<file path="src/rtl/regfile_sequencer_pkg.sv">
// Shared definitions for the register-file sequencer: opcodes, instruction
// field positions and the control FSM state type.
`default_nettype none

package regfile_sequencer_pkg;

  localparam int INSTR_W = 16;
  localparam int OP_W    = 4;

  localparam int OP_LSB  = 12;
  localparam int RD_LSB  = 10;
  localparam int RS1_LSB = 8;
  localparam int RS2_LSB = 6;
  localparam int IMM_LSB = 0;
  localparam int IMM_W   = 8;

  localparam logic [OP_W-1:0] OP_NOP = 4'd0;
  localparam logic [OP_W-1:0] OP_ADD = 4'd1;
  localparam logic [OP_W-1:0] OP_SUB = 4'd2;
  localparam logic [OP_W-1:0] OP_AND = 4'd3;
  localparam logic [OP_W-1:0] OP_OR  = 4'd4;
  localparam logic [OP_W-1:0] OP_XOR = 4'd5;
  localparam logic [OP_W-1:0] OP_SHL = 4'd6;
  localparam logic [OP_W-1:0] OP_SHR = 4'd7;
  localparam logic [OP_W-1:0] OP_LDI = 4'd8;
  localparam logic [OP_W-1:0] OP_MOV = 4'd9;

  typedef enum logic [1:0] {
    IDLE = 2'd0,
    READ = 2'd1,
    EXEC = 2'd2,
    WB   = 2'd3
  } state_t;

  // Opcodes 1..9 produce a register write; 10..15 are undefined.
  function automatic logic op_writes(input logic [OP_W-1:0] op);
    return (op != OP_NOP) && (op <= OP_MOV);
  endfunction

  function automatic logic op_illegal(input logic [OP_W-1:0] op);
    return op > OP_MOV;
  endfunction

endpackage

`default_nettype wire

</file>
<file path="src/rtl/regfile_sequencer_alu.sv">
// Combinational ALU for the sequencer; reports which flags the opcode updates.
`default_nettype none

module seq_alu
  import regfile_sequencer_pkg::*;
#(
  parameter int DATA_W = 16
) (
  input  logic [OP_W-1:0]   op,
  input  logic [DATA_W-1:0] a,
  input  logic [DATA_W-1:0] b,
  input  logic [IMM_W-1:0]  imm8,
  output logic [DATA_W-1:0] result,
  output logic              z,
  output logic              c,
  output logic              z_upd,
  output logic              c_upd
);

  logic [DATA_W:0] sum;

  assign sum = {1'b0, a} + {1'b0, b};

  always_comb begin
    result = '0;
    c      = 1'b0;
    case (op)
      OP_ADD: begin
        result = sum[DATA_W-1:0];
        c      = sum[DATA_W];
      end
      OP_SUB: begin
        result = a - b;
        c      = (a < b);
      end
      OP_AND: result = a & b;
      OP_OR:  result = a | b;
      OP_XOR: result = a ^ b;
      OP_SHL: begin
        result = a << 1;
        c      = a[DATA_W-1];
      end
      OP_SHR: begin
        result = a >> 1;
        c      = a[0];
      end
      OP_LDI: result = {{(DATA_W-IMM_W){1'b0}}, imm8};
      OP_MOV: result = a;
      default: result = '0;
    endcase
  end

  // Only the arithmetic/logic group (1..7) touches the status flags.
  assign z_upd = (op >= OP_ADD) && (op <= OP_SHR);
  assign c_upd = z_upd;
  assign z     = (result == '0);

endmodule

`default_nettype wire

</file>
<file path="src/rtl/regfile_sequencer.sv">
// Four-phase (IDLE/READ/EXEC/WB) instruction sequencer driving an external
// register file with a combinational read port.
`default_nettype none

module regfile_sequencer
  import regfile_sequencer_pkg::*;
#(
  parameter int DATA_W = 16,
  parameter int REG_AW = 2
) (
  input  logic               clk,
  input  logic               reset,
  input  logic [INSTR_W-1:0] instr,
  input  logic               instr_valid,
  output logic               instr_ready,
  output logic [REG_AW-1:0]  reg_dest,
  output logic [REG_AW-1:0]  reg_src1,
  output logic [REG_AW-1:0]  reg_src2,
  output logic [DATA_W-1:0]  write_data,
  output logic               write_enable,
  input  logic [DATA_W-1:0]  data_src1,
  input  logic [DATA_W-1:0]  data_src2,
  output logic               done,
  output logic               illegal_op,
  output logic               flag_z,
  output logic               flag_c
);

  state_t              state;
  state_t              state_next;
  logic [INSTR_W-1:0]  ir;
  logic [DATA_W-1:0]   op_a;
  logic [DATA_W-1:0]   op_b;
  logic [DATA_W-1:0]   result;

  logic [OP_W-1:0]     ir_op;
  logic [DATA_W-1:0]   alu_result;
  logic                alu_z;
  logic                alu_c;
  logic                alu_z_upd;
  logic                alu_c_upd;

  assign ir_op    = ir[OP_LSB +: OP_W];
  assign reg_dest = ir[RD_LSB +: REG_AW];
  assign reg_src1 = ir[RS1_LSB +: REG_AW];
  assign reg_src2 = ir[RS2_LSB +: REG_AW];

  seq_alu #(
    .DATA_W (DATA_W)
  ) u_alu (
    .op     (ir_op),
    .a      (op_a),
    .b      (op_b),
    .imm8   (ir[IMM_LSB +: IMM_W]),
    .result (alu_result),
    .z      (alu_z),
    .c      (alu_c),
    .z_upd  (alu_z_upd),
    .c_upd  (alu_c_upd)
  );

  always_ff @(posedge clk or posedge reset) begin
    if (reset) begin
      state  <= IDLE;
      ir     <= '0;
      op_a   <= '0;
      op_b   <= '0;
      result <= '0;
      flag_z <= 1'b0;
      flag_c <= 1'b0;
    end else begin
      state <= state_next;
      case (state)
        IDLE: if (instr_valid) ir <= instr;
        READ: begin
          op_a <= data_src1;
          op_b <= data_src2;
        end
        EXEC: begin
          result <= alu_result;
          if (alu_z_upd) flag_z <= alu_z;
          if (alu_c_upd) flag_c <= alu_c;
        end
        default: ;
      endcase
    end
  end

  always_comb begin
    state_next = state;
    case (state)
      IDLE:    if (instr_valid) state_next = READ;
      READ:    state_next = EXEC;
      EXEC:    state_next = WB;
      WB:      state_next = IDLE;
      default: state_next = IDLE;
    endcase
  end

  // Ready is masked by reset so nothing is offered while reset is held.
  always_comb begin
    instr_ready  = 1'b0;
    write_enable = 1'b0;
    write_data   = '0;
    done         = 1'b0;
    illegal_op   = 1'b0;
    case (state)
      IDLE: instr_ready = !reset;
      WB: begin
        done         = 1'b1;
        illegal_op   = op_illegal(ir_op);
        write_enable = op_writes(ir_op);
        if (op_writes(ir_op)) write_data = result;
      end
      default: ;
    endcase
  end

endmodule

`default_nettype wire

</file>
<file path="config.mk">
export PLATFORM = sky130hd
export DESIGN_NAME = regfile_sequencer
export DESIGN_NICKNAME = d
export VERILOG_FILES = /design/src/rtl/regfile_sequencer_pkg.sv /design/src/rtl/regfile_sequencer_alu.sv /design/src/rtl/regfile_sequencer.sv
export SDC_FILE = /design/constraint.sdc
export NUM_CORES = 1
export LEC_CHECK = 0
export ABC_AREA = 1
export CELL_PAD_IN_SITES_DETAIL_PLACEMENT = 0
export CELL_PAD_IN_SITES_GLOBAL_PLACEMENT = 1
export CORE_MARGIN = 5
export CORE_UTILIZATION = 40
export DETAILED_ROUTE_END_ITERATION = 6
export GPL_TIMING_DRIVEN = 1
export PLACE_DENSITY_LB_ADDON = 0.1
export SYNTH_ARGS = -nofsm -noshare
export SYNTH_HDL_FRONTEND = slang
export SYNTH_HIERARCHICAL = 1
export SYNTH_SLANG_ARGS = --single-unit
</file>
<file path="constraint.sdc">
create_clock -name clk -period 2.5 [get_ports clk]
set_input_delay 0.5 -clock clk [delete_from_list [all_inputs] [get_ports clk]]
set_output_delay 0.5 -clock clk [all_outputs]
set_load 0.02 [all_outputs]
</file>
Yosys cells after proc, flatten, opt, wreduce, memory -nomap -nowiden
Cells that the tools add are included.
{"block": "op_classes", "add_sub_neg": 2, "n_reduce_logical": 8, "magnitude_cmp": 5, "n_eq_ne": 13, "bitwise_logic": 3, "muxes": 10}
{"cell": "one-hot mux 16 bit (9 select lines)", "count": 1}
{"cell": "two-way mux 16 bit", "count": 2}
{"cell": "adder 16 x 16 -> 17 bit", "count": 1}
{"cell": "bitwise AND 16 bit", "count": 1}
{"cell": "equality test 4 x 3 -> 1 bit, second input constant", "count": 4}
{"cell": "logical NOT 16 bit", "count": 1}
{"cell": "< comparator 16 bit", "count": 1}
{"cell": "bitwise OR 16 bit", "count": 1}
{"cell": "subtractor 16 bit", "count": 1}
{"cell": "XOR 16 bit", "count": 1}
{"cell": "equality test 4 x 2 -> 1 bit, second input constant", "count": 2}
{"cell": "equality test 4 bit, second input constant", "count": 2}
{"cell": "one-hot mux 2 bit (4 select lines)", "count": 1}
{"cell": "equality test 2 bit, second input constant", "count": 2}
{"cell": "equality test 4 x 1 -> 1 bit, second input constant", "count": 1}
{"cell": "greater-or-equal comparator 4 x 1 -> 1 bit, second input constant", "count": 1}
{"cell": "> comparator 4 bit, second input constant", "count": 1}
{"cell": "<= comparator 4 x 3 -> 1 bit, second input constant", "count": 1}
{"cell": "<= comparator 4 bit, second input constant", "count": 1}
{"cell": "two-way mux 1 bit", "count": 4}
{"cell": "one-hot mux 1 bit (4 select lines)", "count": 1}
{"cell": "AND reduction 2 bit", "count": 2}
{"cell": "nonzero test 4 bit", "count": 1}
{"cell": "equality test 2 x 1 -> 1 bit, second input constant", "count": 1}
{"cell": "other kinds (5)", "count": 6}
{"block": "totals", "register_bits": 68, "in_bits": 51, "word_cells": 48, "output_inout_bits": 28}

Longest topological paths before layout
{"block": "depth", "ltp_word": 4, "depth_mapped": 21, "depth_no_buf": 20}

Hierarchy
Netlist, hierarchy kept.
{"mod": "seq_alu", "instances": 1, "seq_area_each_um2": 0.0, "area_per_inst_um2": 3300.7, "cells_per_inst": 646}
{"mod": "regfile_sequencer", "instances": 1, "seq_area_each_um2": 1701.6, "area_per_inst_um2": 2911.5, "cells_per_inst": 265}

Worst setup path after synthesis
No wires, ideal clock.
{"block": "synth_path", "path_type": "reg-to-reg", "start": "reg op_a[0]", "end": "reg flag_z", "path_buffers": 0, "synth_period_minus_slack_ns": 2.212, "t_required_ns": 2.435, "setup_slack_ns": 0.288, "path_stages_with_launch": 20, "arrival_time_ns": 2.147, "setup_ns": 0.065, "path_cell_list": "dfrtp_1 inv_1 ha_1 fa_1 inv_1 nand2_1 nand2_1 and2_1 nand2_1 nand2_1 nor2_1 nor2_1 nand3_1 nor2_1 nand2_1 nor2_1 nand2_1 nor2_1 nand3_1 nand2_1"}
{"block": "synth_between", "elab_chain_cells": 3, "elab_cells_between_ends": 7, "cone_classes": "2 x add/sub; 1 x mux; 3 x bitwise; 1 x reduce/logical"}
{"element": "from (decl)", "line": "regfile_sequencer.sv:32", "text": "logic [DATA_W-1:0] op_a;"}
{"element": "from (signal assigned)", "line": "regfile_sequencer.sv:76", "text": "op_a <= data_src1;"}
{"element": "subtractor 16 bit, or another cell as far along", "line": "regfile_sequencer_alu.sv:33", "text": "result = a - b;"}
{"element": "one-hot mux 16 bit (9 select lines) *", "line": "regfile_sequencer_alu.sv:27", "text": "case (op)"}
{"element": "logical NOT 16 bit *", "line": "regfile_sequencer_alu.sv:56", "text": "assign z = (result == '0);"}
{"element": "via alu_z", "line": "regfile_sequencer.sv:38", "text": "logic alu_z;"}
{"element": "to (signal assigned)", "line": "regfile_sequencer.sv:81", "text": "if (alu_z_upd) flag_z <= alu_z;"}
{"element": "to (decl)", "line": "regfile_sequencer.sv:25", "text": "output logic flag_z,"}
Mark *: on every way through the listed nets, which the timed path passes. The rest lies on a longest branch.
A chain may end at the register's enable or synchronous reset.

Final worst setup path
Same ends and word-level chain as after synthesis.

==> metrics.md <==
| Metric | Value |
|---|---|
| All-Layer GR Usage | `22.5%` |
| Post-route DRC | `0` |
| Number of flops mapped to enable cells by yosys | `0` |
| PwrDens | `1660 mW/mm²` |
| Layout Nets | `about 1,200` |
| Worst clock skew | `a little under 0.009 ns` |
| Reg clk slew, reported paths | `0.06 ns` |
| ANT cells | `0` |
| Synth Net Count | `between 1,000 and 1,500` |
| Post-route setup TNS | `0 ns` |
| Worst r2r src | `op_a[0]` |
| Post-synthesis cell type count | `39` |
| Actual slew at the worst max-slew pin | `slightly above 0.7 ns` |
| Cts bufs inserted | `9` |
| TritonCTS Sinks | `between 60 and 70` |
| Final worst slack | `0.121 ns` |
| Reg2reg end | `flag_z` |
| Seq/Total Area, Yosys | `around 27%` |
| Worst R2R Setup Slack | `between 0.1 and 0.15 ns` |
| Avg WL per Cell | `16.1 µm` |
| Setup crit start kind | `flip-flop` |
| Reg power frac | `about 14%` |
| Die Ht | `between 100 and 150 µm` |
| Post-synth top area cell | `dfrtp_1` |
| Clock root buffer | `clkbuf_16` |
| CTS tree | `yes` |
| Top_reg_cell synth | `dfrtp_1` |
| Max VDD drop | `0.000644 V` |
| Total internal power | `0.00673 W` |
| H-tree levels | `3` |
| IO Count | `79` |
| Sw Pwr | `0.00691 W` |
| Commonest cells after routing, fill and taps aside | `259 x nand2_1, 127 x inv_1, 97 x buf_4` |
| Fill cells | `~1,600` |
| Vias per cell | `5.01` |
| Starting Density | `between 40 and 50%` |
| DP Wirelength | `about 16 mm` |
| Synth top area cells | `dfrtp_1 27%, nand2_1 16%, ha_1 11%` |
| Hold Path Class | `in2async` |
| Finished Core Util | `between 50% and 60%` |
| GP Congestion | `0.938` |
| Final min period | `2.38 ns` |
| Core Region | `between 0.015 and 0.02 mm²` |
| Largest net degree at the start of global routing | `between 40 and 50` |
| Combinational power share | `76.5%` |
| Clock Latency Late Sink | `roughly 0.34 ns` |
| Top cell type's share of synthesized area | `between 20% and 30%` |
| Area Overhead vs Synth | `32.3%` |
| Period utilization | `between 90% and 100%` |
| MaxCap Viol Count | `0` |
| Hold Vio Cnt, Final | `0` |
| Total wire length | `20.2 mm` |
| CP arrival | `~2.7 ns` |
| First-pass DRT Iterations | `5` |
| Syn avg cell area | `a little under 7 µm²` |
| CP Max Fanout | `3` |
| Die area | `around 0.018 mm²` |
| Crit path launch | `op_a[0]` |
| Global-route wire length before repair | `between 30 and 40 mm` |
| RSZ-0062 raised after global routing | `true` |
| Worst setup EP type | `flip-flop` |
| Max frequency | `420 MHz` |
| Leading cell type in the layout, fill and taps excluded | `nand2_1` |
| Max Buffers Root-to-Sink | `2` |
| Number of DRC markers in iteration 0 | `~320` |
| Synth warn | `6` |
| Synth Cell Area | `~0.0062 mm²` |
| Async SR Flop Fraction | `100%` |
| Die Wd | `~130 µm` |
| Initial antenna violation count | `0` |
| Setup Viol. Count Final | `0` |
| Leakage | `around 4.3 nW` |
| Std cell rows | `between 40 and 50` |
| Synth Register Bits | `68` |
| Kind of critical path | `reg2reg` |
| PortBufs | `78` |
| Sw frac | `between 50% and 60%` |
| Vias in the first global route | `between 6,000 and 7,000` |
| PnR Total Power | `roughly 0.014 W` |
| Status | `complete, no violations` |
| Clk pwr share | `9.5%` |
| Max_slew headroom | `between 50% and 60%` |
| Register-to-Register Path Depth | `16` |
| Critical path data required time | `2.78 ns` |
| Pins over their slew limit | `0` |
| Total number of vias | `between 6,000 and 7,000` |
| Post-detailed-route count of antenna-violating nets | `0` |
| Mapped Cells | `approximately 910` |
| Share of cells above drive strength 1 | `between 20% and 30%` |
| Pre-CTS setup slack | `~0.0012 ns` |
| GRT overflow | `0` |
-- area by class of cell --
cell class,count,area (µm²),share of cell area [%]
clock buffer,9,225,2.74
clock inverter,7,75.1,0.914
inverter,137,514,6.26
multi-input combinational,667,3900,47.4
sequential,68,1700,20.7
tap,188,235,2.86
timing repair buffer,179,1570,19.1
-- cell families (layout without fill, tap and decap cells) --
group | after synthesis | after routing | share of synthesized area, %
and+or+nand+nor | 494 | 494 | 34.1
buffers and inverters | 176 | 332 | 12.8
AOI/OAI and AO/OA | 85 | 85 | 8.16
DFF | 68 | 68 | 27.4
adders and majority gates | 55 | 55 | 11.3
muxes | 32 | 32 | 6.10
xor gates and xnor gates | 1 | 1 | 0.141
-- power groups by stage --
stage	clock network [W]	logic (W)	registers (W)
after floorplan	0	0.00605	0.00202
after global placement	0	0.00983	0.00191
after detailed placement	0	0.00984	0.00193
after CTS	0.00134	0.00991	0.00191
after global routing	0.00138	0.0116	0.00198
final	0.00130	0.0104	0.00191
-- cell usage after synthesis (2+ instances only) --
cell type	number
o211ai_1	6
inv_1	130
buf_6	8
o22ai_1	4
a21oi_1	24
ha_1	53
nor2_1	87
or2_2	2
o21ai_1	2
fa_1	2
nor2_2	14
nand3_1	91
nand2_2	7
inv_2	7
nor2_4	2
nand4_1	15
nand2_1	266
buf_4	15
buf_2	15
o21bai_1	2
nor3_1	2
o221ai_1	11
mux2_2	27
mux2_4	5
dfrtp_1	68
o21ai_0	31
and2_1	3
-- what timing repair did --
action | in CTS | in global routing
resized for setup | 20 | 48
setup buffers | 1 | 2
pin swaps | 1 | 10
endpoints found under the setup margin | 18 | 5
endpoints found under the hold margin | 0 | 0
hold buffers | 0 | 0
-- metrics by stage --
stage / std cells / instance area, µm² / hold slack [ns]
global placement: 1236 / 7720 / 0.455
global route: 1255 / 8220 / 0.435
floorplan: 911 / 6210 / 0.442
detailed placement: 1236 / 7720 / 0.462
CTS: 1253 / 8030 / 0.415
finish: 1255 / 8220 / 0.422
-- layer usage --
metal / global-route usage (%) / routed length [µm] / up-vias
met5: 0 / 0 / -
met4: 8.54 / 679 / 0
met3: 4.77 / 988 / 48
met2: 39.3 / 9910 / 168
met1: 27.1 / 8670 / 2893
li1: - / - / 3183
-- worst max-delay path, cell delays in order, from the launching register on --
cell	delay, ns
dfrtp_1	0.39
buf_4	0.14
ha_1	0.22
fa_2	0.40
nand2_1	0.08
nand2_1	0.05
inv_1	0.04
nand3_1	0.12
nor2_2	0.20
nand2_1	0.10
nor2_2	0.13
nand2_1	0.06
nor2_1	0.10
nand2_1	0.06
nor2_1	0.08
nand3_1	0.08
nand2_1	0.08
-- worst max-delay path by stage --
stage,end,slack [ns],depth (start not counted)
5_1_grt,flag_z,-0.06,16
6_report,flag_z,0.12,16
3_3_place_gp,flag_z,-0.007,14
2_1_floorplan,flag_c,0.29,1
4_1_cts,flag_z,0.002,18
3_5_place_dp,flag_z,0.001,20
-- registers in the layout, indices dropped and copies added (netlist names) --
register  flops
flag_c        1
flag_z        1
ir           16
op_a         16
op_b         16
result       16
state         2
Note: power is estimated with default switching activity, not from simulation.
